## config.mk

```make
export PLATFORM = sky130hd
export DESIGN_NAME = sat_counter
export DESIGN_NICKNAME = d
export VERILOG_FILES = /design/src/rtl/uart_rx_frame_checker_sat_counter.sv
export SDC_FILE = /design/constraint.sdc
export NUM_CORES = 1
export LEC_CHECK = 0
export CAP_MARGIN = 20
export CORE_AREA = 5 5 42 44
export DETAILED_ROUTE_END_ITERATION = 8
export DIE_AREA = 0 0 47 49
export GPL_ROUTABILITY_DRIVEN = 0
export PLACE_DENSITY = 0.6
export SYNTH_ARGS = -nofsm -noshare
export SYNTH_HDL_FRONTEND = slang
export SYNTH_SLANG_ARGS = --single-unit
export TNS_END_PERCENT = 20
```

## constraint.sdc

```tcl
create_clock -name clk -period 1.3 [get_ports clk]
set_input_delay 0.325 -clock clk [delete_from_list [all_inputs] [get_ports clk]]
set_output_delay 0.325 -clock clk [all_outputs]
set_load 0.01 [all_outputs]
```

## src/rtl/uart_rx_frame_checker_sat_counter.sv

```systemverilog
// Saturating up-counter; clear takes priority over increment.
module sat_counter #(
    parameter int WIDTH = 8
) (
    input  logic             clk,
    input  logic             srst,
    input  logic             inc_i,
    input  logic             clr_i,
    output logic [WIDTH-1:0] count_o
);
    logic [WIDTH-1:0] count_q;
    logic [WIDTH-1:0] count_d;

    // Next count: clear first, otherwise step unless already at all-ones.
    always_comb begin
        count_d = count_q;
        if (clr_i) begin
            count_d = '0;
        end else if (inc_i && (count_q != {WIDTH{1'b1}})) begin
            count_d = count_q + WIDTH'(1);
        end
    end

    // Count register.
    always_ff @(posedge clk) begin
        if (srst) count_q <= '0;
        else      count_q <= count_d;
    end

    assign count_o = count_q;
endmodule

```

# Word-level counts from Yosys, hierarchy flattened
# Index checks and enable logic that the tools add are counted.
dict set report totals {
  inputBits 4
  register_bits 8
}
dict set report classes {
  n_reduce_logical 2
  n_addsub 1
  n_eq_ne 1
}
# operator n
set op_table {}
lappend op_table {{$add A8 B1 Y8 const B} 1}
lappend op_table {{$ne A8 B8 Y1 const B} 1}
lappend op_table {{$reduce_or A2 Y1} 1}
lappend op_table {{$logic_and A1 B1 Y1} 1}

# Depth between registers and ports, before layout
# Gate-level depths: netlist of the first run.
dict set report logic_depth {
  depth_word 2
  mapped_depth 4
  depth_no_buf 4
}

# Worst setup path after synthesis of the first run
# OpenSTA, ideal clock, no wires.
dict set report synth_timing {
  path_type {register to register}
  from {register count_q[0], in the netlist count_o[0]}
  to {register count_q[6], in the netlist count_o[6]}
  arrival_ns 1.294
  setup_time_ns 0.115
  required_time_ns 1.185
  path_stages_with_launch 5
  n_path_buf 0
  setup_slack_ns -0.110
  cell_sequence {dfxtp_1 ha_1 nand3_1 or4_1 and3_1}
}
dict set report synth_between {
  elab_chain_len 2
  elab_cells_between_ends 3
}
# item line_no
set synth_lines {}
lappend synth_lines {{start, declared} 11} ;# logic [WIDTH-1:0] count_q;
lappend synth_lines {{start signal, assigned} 27} ;# else count_q <= count_d;
lappend synth_lines {{branches (longest 2 deep; another with $add A8 B1 Y8)} --}
# Several ways; the timed one is not identified.
# A chain may end at the register's enable or synchronous reset.

# Worst setup path after layout of the first run
dict set report layout_timing {
  from {register count_q[1], in the netlist count_o[1]}
  to {register count_q[6], in the netlist count_o[6]}
}
# The elaborated chain is that of the path after synthesis.

==> flow_metrics.env, run 1 <==
export IMPL_rrSetupSlack_ps=30
export IMPL_skew_ps=8.29
export IMPL_cp_start_kind="flop"
export IMPL_wl_per_cell_microns=13.0
export IMPL_first_iter_violations=2
export IMPL_grt_pass1_wl_mm=1.97
export IMPL_power_share_combinational_pct=9.0
export IMPL_crit_family="simple AND/OR/NAND/NOR gates"
export IMPL_ys_seq_elements=8
export IMPL_diodes=0
export IMPL_first_pass_iters=2
export IMPL_fin_setup_tns_ps=0
export IMPL_cp_max_fo=4
export IMPL_path_cells="ha_4, nand3_2, or4_1, and3_1"
export IMPL_cp_slowest_stage_delay_ps=400
export IMPL_final_min_clock_period_ps=1270
export IMPL_ctsHoldBuffers=0
export IMPL_rsz0062_at_grt="yes"
export IMPL_yosysUniqueCellTypes=21
export IMPL_r2r_end="count_o[6]$_SDFFE_PP0P_"
export IMPL_p_seq_share_pct=50.6
export IMPL_antenna_found_initial=0
export IMPL_largest_reg_flops=8
export IMPL_wirelength_mm=1.11
export IMPL_p_int_mw=0.376
export IMPL_n_fill_cell=158
export IMPL_multi_input_area_sq_um=305
export IMPL_drive_gt1_share_pct=39.1
export IMPL_path_depth=4
export IMPL_peakVddDrop_mv=0.619
export IMPL_worstRegToRegCells=4
export IMPL_ys_top_cells_by_count="8 x dfxtp_1, 6 x nand2_1, 4 x a21oi_1, 4 x mux2i_1"
export IMPL_synth_area_sq_um=435
export IMPL_syn_inst=47
export IMPL_netSwitchingPower_mw=0.116
export IMPL_total_leakage_power_nw=0.309
export IMPL_worstSkewPairLatency_ps=260
export IMPL_ys_flop_type="dfxtp_1"
export IMPL_die_y_microns=49
export IMPL_slowest_stage="or4_1"
export IMPL_power_density_mw_per_mm2=708
export IMPL_fmaxAchievable_ghz=0.787
export IMPL_hp_class="flop to flop"
export IMPL_yosys_top_cells_area="dfxtp_1 37%, mux2i_1 9.2%, a2111oi_4 6.3%, nand2_1 5.2%, a21oi_1 4.6%"
export IMPL_ios=12
export IMPL_final_nets=76
export IMPL_cp_startpoint="count_o[1]$_SDFFE_PP0P_"
export IMPL_post_dp_hpwl_microns=876
export IMPL_grt_pass1_vias=444
export IMPL_worst_endpoint_arrival_ps=1430
export IMPL_slew_headroom_pct=81.9
export IMPL_register_area_sq_um=171
export IMPL_grtUsageTotal_pct=11.7
export IMPL_hold_viol=0
export IMPL_synth_top_area_cell="dfxtp_1"
export IMPL_cts_tree="done"
export IMPL_ys_seq_area_share_pct=36.8
export IMPL_yosys_warnings=0
export IMPL_crit_path_end_kind="flop"
export IMPL_final_max_slew_violation_count=0
export IMPL_clockRootBuffer="clkbuf_4"
export IMPL_clkTransAtPathRegs_ps=60
export IMPL_clock_path_buffers=2
export IMPL_fin_crit_sh_pct=97.7
export IMPL_worstSetupPathType="flop to flop"
export IMPL_synth_most_common_cell="dfxtp_1"
export IMPL_grt_max_degree=8
export IMPL_final_setup_worst_slack_ps=29.5
export IMPL_globalRouteOverflowTotal=0
export IMPL_cts_setup_buffers=0
export IMPL_synth_async_reset_ratio_pct=0
export IMPL_clkPwrFrac_pct=40.5
export IMPL_antenna_left=0
export IMPL_avgSynthCellArea_sq_um=9.26
export IMPL_viasPerCell=5.11
export IMPL_placed_cell_area_sq_um=641
export IMPL_htree_levels=1
export IMPL_final_area_sq_um=693
export IMPL_path_buf_inv=0
export IMPL_post_place_ws_ps=-383
export IMPL_synth_nets=52
export IMPL_worst_slew_pin_transition_ps=270
export IMPL_setup_violations_final=0
export IMPL_cts_sinks=8
export IMPL_switching_share_pct=23.5
export IMPL_initial_utilization_pct=31.1
export IMPL_rr_startpoint="count_o[1]$_SDFFE_PP0P_"
export IMPL_core_area_sq_mm=0.00140
export IMPL_num_rows=14
export IMPL_vias=434
export IMPL_status="finished clean"
export IMPL_syn_to_final_growth_pct=59.2
export IMPL_critical_path_required_ps=1460
export IMPL_fp_dieArea_sq_mm=0.00230
export IMPL_die_width_microns=47
export IMPL_synth_top_area_share_pct=36.8
export IMPL_drv_cap=0
export IMPL_synth_edf_count=0
export IMPL_place_port_buffers=11
export IMPL_drcViolationCount=0
export IMPL_crit_end="count_o[6]$_SDFFE_PP0P_"
export IMPL_numCtsBuffers=3
-- cells in the final DEF (no fill, tap or decap), types with 2 or more instances in the layout --
cell type,count
dfxtp_4,2
nand4_1,2
mux2i_1,4
dfxtp_2,3
or3_1,3
clkbuf_4,3
a21boi_2,2
dfxtp_1,3
nand2_1,6
a21oi_1,4
dlygate4sd2_1,8
clkdlybuf4s50_1,2
and3_1,2
buf_4,9
and4_4,2
-- metrics by stage --
step | hold WS (ps) | util (%) | total power, mW | instances
floorplan | 389 | - | 0.269 | 47
global placement | 481 | 45.7 | 0.299 | 82
detailed placement | 486 | 45.7 | 0.299 | 82
CTS | 493 | 47.3 | 0.498 | 85
global route | 522 | 49.5 | 0.518 | 85
finish | 499 | 49.5 | 0.491 | 85
-- worst reg2reg max path, cell delays in order (launching register included) --
cell and delay, ps:
dfxtp_4 370, ha_4 140, nand3_2 80, or4_1 400
and3_1 190
-- worst min path at each step --
| stage | start | to | slack (ps) | cells after the start |
|---|---|---|---|---|
| 3_5_place_dp | count_o[1]$_SDFFE_PP0P_ | count_o[1]$_SDFFE_PP0P_ | 490 | 2 |
| 5_1_grt | count_o[1]$_SDFFE_PP0P_ | count_o[1]$_SDFFE_PP0P_ | 520 | 2 |
| 6_report | count_o[1]$_SDFFE_PP0P_ | count_o[1]$_SDFFE_PP0P_ | 500 | 2 |
| 4_1_cts | count_o[1]$_SDFFE_PP0P_ | count_o[1]$_SDFFE_PP0P_ | 490 | 2 |
| 3_3_place_gp | count_o[1]$_SDFFE_PP0P_ | count_o[1]$_SDFFE_PP0P_ | 480 | 2 |
| 2_1_floorplan | clr_i | count_o[5]$_SDFFE_PP0P_ | 390 | 1 |
-- cells by family (layout without fill, tap and decap cells) --
logic type,count (synthesis),after routing,synth area share [%]
AO/OA/AOI/OAI,10,10,19.5
adder cells (fa/ha/maj),1,1,2.87
buffers and inverters,2,24,2.59
flip-flops,8,8,36.8
multiplexers,4,4,9.20
AND/OR/NAND/NOR,22,22,29.0
-- area by class of cell --
class | instances | share of cell area [%]
Multi-Input combinational cell | 37 | 44.0
Sequential cell | 8 | 24.7
Timing Repair Buffer | 20 | 24.5
Clock buffer | 3 | 3.25
Tap cell | 16 | 2.89
Inverter | 1 | 0.542
-- layer usage --
layer  track usage (%)  part of all wire [%]  routed length (microns)
met1              13.5                    39                      433
met2              18.8                    53                      592
met3              5.90                   6.0                       67
met4              2.76                   1.3                       14
met5                 0                     0                        0
-- power groups by stage --
stage | Clock (mW) | Sequential (mW) | Combinational (mW)
after detailed placement | 0 | 0.257 | 0.0425
final | 0.199 | 0.248 | 0.0441
after floorplan | 0 | 0.257 | 0.0121
after global placement | 0 | 0.257 | 0.0423
after global routing | 0.221 | 0.249 | 0.0486
after CTS | 0.205 | 0.251 | 0.0419
-- what timing repair did --
item / 4_1_cts / 5_1_grt
setup endpoints to repair: 13 / 10
gates cloned: 0 / 0
resized for setup: 12 / 12
No activity file was read; power rests on OpenSTA's default activity.
==> inputs of run 2 (changes only) <==
--- a/config.mk
+++ b/config.mk
@@ -7,9 +7,11 @@
 export LEC_CHECK = 0
 export CAP_MARGIN = 20
 export CORE_AREA = 5 5 42 44
+export CTS_BUF_LIST = sky130_fd_sc_hd__clkbuf_16
 export DETAILED_ROUTE_END_ITERATION = 8
 export DIE_AREA = 0 0 47 49
 export GPL_ROUTABILITY_DRIVEN = 0
+export MAX_ROUTING_LAYER = met4
 export PLACE_DENSITY = 0.6
 export SYNTH_ARGS = -nofsm -noshare
 export SYNTH_HDL_FRONTEND = slang
==> run 2 against run 1 <==
Against the previous run: the run now ends with negative setup slack left; critical path depth unchanged; count of clock-buffer cells in the layout is the same; sequential cell count stayed put; largest power group is now clock; clock skew down 5.4 ps; largest cell class unchanged.
==> flow_metrics.env, run 2 (synthesis results as in run 1) <==
export IMPL_cts_setup_buffers=0
export IMPL_grt_busiest_layer="met2"
export IMPL_numCtsBuffers=3
export IMPL_power_density_mw_per_mm2=1120
export IMPL_hold_viol=0
export IMPL_crit_family="simple AND/OR/NAND/NOR gates"
export IMPL_cts_sinks=8
export IMPL_path_cells="ha_4, nand3_1, or4_1, and3_1"
export IMPL_core_area_sq_mm=0.00140
export IMPL_antenna_left=0
export IMPL_cp_slowest_stage_delay_ps=410
export IMPL_switching_share_pct=18.0
export IMPL_fin_crit_sh_pct=100
export IMPL_clock_path_buffers=2
export IMPL_wl_per_cell_microns=14.6
export IMPL_grt_max_degree=8
export IMPL_violations="negative setup slack"
export IMPL_cp_max_fo=4
export IMPL_crit_path_end_kind="flop"
export IMPL_wirelength_mm=1.24
export IMPL_grt_pass1_wl_mm=2.12
export IMPL_grt_use_met1_pct=14.4
export IMPL_vias=454
export IMPL_clockRootBuffer="clkbuf_16"
export IMPL_netSwitchingPower_mw=0.147
export IMPL_ctsHoldBuffers=0
export IMPL_first_pass_iters=4
export IMPL_dpl_cell_count=82
export IMPL_largest_reg_flops=8
export IMPL_final_cells=85
export IMPL_grt_util_met2_pct=20.8
export IMPL_num_rows=14
export IMPL_clkTransAtPathRegs_ps=40
export IMPL_final_setup_worst_slack_ps=-3.31
export IMPL_p_seq_share_pct=30.8
export IMPL_drv_cap=0
export IMPL_worstSetupPathType="flop to flop"
export IMPL_globalRouteOverflowTotal=0
export IMPL_die_width_microns=47
export IMPL_fmaxAchievable_ghz=0.767
export IMPL_htree_levels=1
export IMPL_power_share_combinational_pct=5.2
export IMPL_critical_path_required_ps=1420
export IMPL_cp_start_kind="flop"
export IMPL_worstSkewPairLatency_ps=230
export IMPL_path_depth=4
export IMPL_worstRegToRegCells=4
export IMPL_crit_end="count_o[6]$_SDFFE_PP0P_"
export IMPL_total_leakage_power_nw=0.319
export IMPL_post_place_ws_ps=-383
export IMPL_r2r_end="count_o[6]$_SDFFE_PP0P_"
export IMPL_grtUsageTotal_pct=13.3
export IMPL_syn_to_final_growth_pct=67.2
export IMPL_hp_class="flop to flop"
export IMPL_skew_ps=2.90
export IMPL_drive_gt1_share_pct=33.3
export IMPL_path_buf_inv=0
export IMPL_drcViolationCount=0
export IMPL_antenna_found_initial=0
export IMPL_viasPerCell=5.34
export IMPL_p_int_mw=0.666
export IMPL_diodes=0
export IMPL_final_max_slew_violation_count=0
export IMPL_first_iter_violations=11
export IMPL_cp_startpoint="count_o[1]$_SDFFE_PP0P_"
export IMPL_fin_hold_ws_ps=497
export IMPL_fp_dieArea_sq_mm=0.00230
export IMPL_grt_pass1_vias=463
export IMPL_rr_startpoint="count_o[1]$_SDFFE_PP0P_"
export IMPL_worst_slew_pin_transition_ps=274
export IMPL_cts_tree="done"
export IMPL_rrSetupSlack_ps=-3
export IMPL_die_y_microns=49
export IMPL_final_min_clock_period_ps=1300
export IMPL_setup_violations_final=1
export IMPL_worst_endpoint_arrival_ps=1430
export IMPL_grt_use_met3_pct=5.54
export IMPL_post_dp_hpwl_microns=876
export IMPL_place_port_buffers=11
export IMPL_peakVddDrop_mv=0.697
export IMPL_slew_headroom_pct=81.6
export IMPL_ios=12
export IMPL_power_mw=0.812
export IMPL_initial_utilization_pct=31.1
export IMPL_slowest_stage="or4_1"
export IMPL_clkPwrFrac_pct=64.1
export IMPL_final_cell_mix="9 x dlygate4sd2_1, 9 x buf_4, 6 x nand2_1"
export IMPL_final_nets=76
export IMPL_rsz0062_at_grt="yes"
export IMPL_status="complete, but fails checks"
run 2: routing by layer:
layer	wire, microns	part of all wire, %
met5	0	0
met2	686	55
met3	52	4.2
met1	485	39
met4	19	1.5
run 2: worst min path at each step:
stage | from | to | slack [ps] | depth (start not counted)
6_report | count_o[1]$_SDFFE_PP0P_ | count_o[1]$_SDFFE_PP0P_ | 500 | 2
5_1_grt | count_o[1]$_SDFFE_PP0P_ | count_o[1]$_SDFFE_PP0P_ | 520 | 2
4_1_cts | count_o[1]$_SDFFE_PP0P_ | count_o[1]$_SDFFE_PP0P_ | 490 | 2
3_5_place_dp | count_o[1]$_SDFFE_PP0P_ | count_o[1]$_SDFFE_PP0P_ | 490 | 2
3_3_place_gp | count_o[1]$_SDFFE_PP0P_ | count_o[1]$_SDFFE_PP0P_ | 480 | 2
2_1_floorplan | clr_i | count_o[5]$_SDFFE_PP0P_ | 390 | 1
run 2: cell type report:
type,count,area [sq um]
fill,156,673
timing repair buffer,20,166
tap,16,20.0
multi-input combinational,37,294
clock buffer,3,75.1
sequential,8,169
inverter,1,3.75
run 2: worst register-to-register path, delay by kind of cell (launching register included):
family / cells / cell delay, ps
adder cells (fa/ha/maj): 1 / 130
flip-flops: 1 / 360
AND/OR/NAND/NOR: 3 / 710
run 2: timing repair:
action,CTS,global route
endpoints found under the hold margin,0,0
endpoints found under the setup margin,13,9
resized for setup,13,6
pin swaps,1,0
run 2: power groups by stage:
stage	Clock, mW	Sequential [mW]	Combinational [mW]
floorplan	0	0.257	0.0121
global placement	0	0.257	0.0423
detailed placement	0	0.257	0.0425
CTS	0.532	0.253	0.0412
global route	0.548	0.250	0.0462
finish	0.520	0.250	0.0421
run 2: through the flow:
step | cell area [sq um] | util (%) | setup TNS, ps
2_1_floorplan | 450 | - | 0
3_3_place_gp | 641 | 45.7 | -1850
3_5_place_dp | 641 | 45.7 | -2110
4_1_cts | 717 | 51.2 | -55.0
5_1_grt | 728 | 52.0 | -74.8
6_report | 728 | 52.0 | -3.31
==> inputs of run 3 (changes only) <==
--- a/config.mk
+++ b/config.mk
@@ -5,14 +5,14 @@
 export SDC_FILE = /design/constraint.sdc
 export NUM_CORES = 1
 export LEC_CHECK = 0
-export CAP_MARGIN = 20
 export CORE_AREA = 5 5 42 44
 export CTS_BUF_LIST = sky130_fd_sc_hd__clkbuf_16
 export DETAILED_ROUTE_END_ITERATION = 8
 export DIE_AREA = 0 0 47 49
+export DONT_BUFFER_PORTS = 1
 export GPL_ROUTABILITY_DRIVEN = 0
 export MAX_ROUTING_LAYER = met4
-export PLACE_DENSITY = 0.6
+export PLACE_DENSITY = 0.48
 export SYNTH_ARGS = -nofsm -noshare
 export SYNTH_HDL_FRONTEND = slang
 export SYNTH_SLANG_ARGS = --single-unit
==> run 3 against run 2 <==
Against the previous run: the flow now finishes without violations; setup slack better by 17 ps; sequential cell count unchanged; first-iteration DRC count down 100%; power down 3.1%; hold slack worse by 340 ps; non-clock buffer count down 10; sequential share of layout area up 3.4 points; critical path depth unchanged; global-route usage down 1.8 points; highest routed layer unchanged.
==> flow_metrics.env, run 3 (synthesis results as in run 1) <==
export IMPL_status="finished clean"
export IMPL_setup_violations_final=0
export IMPL_cp_start_kind="flop"
export IMPL_fmaxAchievable_ghz=0.777
export IMPL_final_min_clock_period_ps=1290
export IMPL_final_max_slew_violation_count=0
export IMPL_worst_slew_pin_transition_ps=452
export IMPL_grt_pass1_vias=413
export IMPL_fin_crit_sh_pct=98.9
export IMPL_antenna_found_initial=0
export IMPL_p_seq_share_pct=31.7
export IMPL_drv_cap=0
export IMPL_worst_endpoint_arrival_ps=1410
export IMPL_vias=399
export IMPL_slew_headroom_pct=69.8
export IMPL_whs_endpoint="count_o[5]$_SDFFE_PP0P_"
export IMPL_hp_class="input port to flop"
export IMPL_wirelength_mm=1.12
export IMPL_final_setup_worst_slack_ps=13.8
export IMPL_mostFrequentLayoutCell="buf_4"
export IMPL_worstRegToRegCells=4
export IMPL_syn_to_final_growth_pct=46.0
export IMPL_clock_path_buffers=2
export IMPL_rr_startpoint="count_o[1]$_SDFFE_PP0P_"
export IMPL_skew_ps=1.53
export IMPL_core_area_sq_mm=0.00140
export IMPL_final_nets=66
export IMPL_first_iter_violations=0
export IMPL_antenna_left=0
export IMPL_drive_gt1_share_pct=40.7
export IMPL_post_dp_hpwl_microns=870
export IMPL_first_pass_iters=1
export IMPL_largest_reg_flops=8
export IMPL_diodes=0
export IMPL_final_cells=75
export IMPL_cts_tree="done"
export IMPL_initial_utilization_pct=31.1
export IMPL_cts_sinks=8
export IMPL_netSwitchingPower_mw=0.133
export IMPL_slowest_stage="or4_1"
export IMPL_switching_share_pct=16.9
export IMPL_fp_dieArea_sq_mm=0.00230
export IMPL_clkTransAtPathRegs_ps=40
export IMPL_final_util_pct=45.4
export IMPL_power_density_mw_per_mm2=1240
export IMPL_rsz0062_at_grt="yes"
export IMPL_crit_path_end_kind="flop"
export IMPL_placed_cell_area_sq_um=538
export IMPL_hold_viol=0
export IMPL_num_rows=14
export IMPL_place_port_buffers=0
export IMPL_die_y_microns=49
export IMPL_globalRouteOverflowTotal=0
export IMPL_fin_setup_tns_ps=0
export IMPL_worstSetupPathType="flop to flop"
export IMPL_grt_pass1_wl_mm=1.84
export IMPL_rrSetupSlack_ps=10
export IMPL_path_cells="ha_4, nand3_2, or4_1, and3_1"
export IMPL_power_share_combinational_pct=2.5
export IMPL_grt_max_degree=8
export IMPL_clockRootBuffer="clkbuf_16"
export IMPL_worstHoldStart="clr_i"
export IMPL_fin_hold_ws_ps=157
export IMPL_die_width_microns=47
export IMPL_worstSkewPairLatency_ps=230
export IMPL_viasPerCell=5.32
export IMPL_p_int_mw=0.654
export IMPL_final_cell_mix="10 x buf_4, 6 x nand2_1, 5 x dfxtp_1"
export IMPL_critical_path_required_ps=1420
export IMPL_numCtsBuffers=3
export IMPL_cp_slowest_stage_delay_ps=390
export IMPL_n_fill_cell=150
export IMPL_wl_per_cell_microns=15.0
export IMPL_drcViolationCount=0
export IMPL_power_mw=0.787
export IMPL_htree_levels=1
export IMPL_cts_setup_buffers=0
export IMPL_ctsHoldBuffers=0
export IMPL_grtUsageTotal_pct=11.5
export IMPL_post_place_ws_ps=-9.60
export IMPL_dpl_cell_count=72
export IMPL_final_area_sq_um=636
export IMPL_clkPwrFrac_pct=65.8
export IMPL_total_leakage_power_nw=0.246
export IMPL_ios=12
export IMPL_peakVddDrop_mv=0.908
export IMPL_r2r_end="count_o[6]$_SDFFE_PP0P_"
export IMPL_hold_depth=1
export IMPL_cp_max_fo=5
==> run 3: changes by cell type in the layout (fill, tap and decap cells not counted), sizes merged <==
| cell | delta |
|---|---|
| buf | +1 |
| dlygate4sd2 | -9 |
| clkdlybuf4s50 | -2 |
==> run 3: final cells by class <==
| class | instances | area [sq um] | share of cell area, % |
|---|---|---|---|
| clock buffer | 3 | 75.1 | 11.8 |
| inverter | 1 | 3.75 | 0.591 |
| multi-input combinational | 37 | 293 | 46.1 |
| sequential | 8 | 169 | 26.6 |
| tap | 16 | 20.0 | 3.15 |
| timing repair buffer | 10 | 75.1 | 11.8 |
==> run 3: worst max-delay path: cells and delay by family, from the launching register on <==
| family | cells | cell delay, ps |
|---|---|---|
| AND/OR/NAND/NOR | 3 | 660 |
| flip-flops | 1 | 360 |
| adder cells (fa/ha/maj) | 1 | 160 |
==> run 3: power groups by stage <==
stage | Sequential, mW | Combinational, mW | Clock (mW)
floorplan | 0.257 | 0.0121 | 0
global placement | 0.256 | 0.0181 | 0
detailed placement | 0.256 | 0.0195 | 0
CTS | 0.250 | 0.0195 | 0.528
global route | 0.250 | 0.0217 | 0.537
finish | 0.250 | 0.0197 | 0.518
==> run 3: how the worst max path moves through the flow <==
stage | startpoint | to | cells after the start
final | count_o[1]$_SDFFE_PP0P_ | count_o[6]$_SDFFE_PP0P_ | 4
after CTS | count_o[1]$_SDFFE_PP0P_ | count_o[6]$_SDFFE_PP0P_ | 4
after global routing | count_o[1]$_SDFFE_PP0P_ | count_o[6]$_SDFFE_PP0P_ | 4
after global placement | count_o[0]$_SDFFE_PP0P_ | count_o[6]$_SDFFE_PP0P_ | 4
after floorplan | count_o[1]$_SDFFE_PP0P_ | count_o[6]$_SDFFE_PP0P_ | 4
after detailed placement | count_o[1]$_SDFFE_PP0P_ | count_o[6]$_SDFFE_PP0P_ | 4
==> run 3: repair_timing <==
action / CTS / global route
pin swaps: 0 / 0
gates resized for setup: 3 / 5
endpoints found under the setup margin: 2 / 4
==> run 3: routing by layer <==
| layer | global-route usage, % | part of all wire, % | vias to the layer above |
|---|---|---|---|
| met5 | - | 0 | - |
| met4 | 5.53 | 2.0 | 0 |
| met3 | 4.06 | 4.7 | 4 |
| met2 | 18.3 | 52 | 8 |
| met1 | 12.1 | 41 | 183 |
| li1 | - | - | 204 |
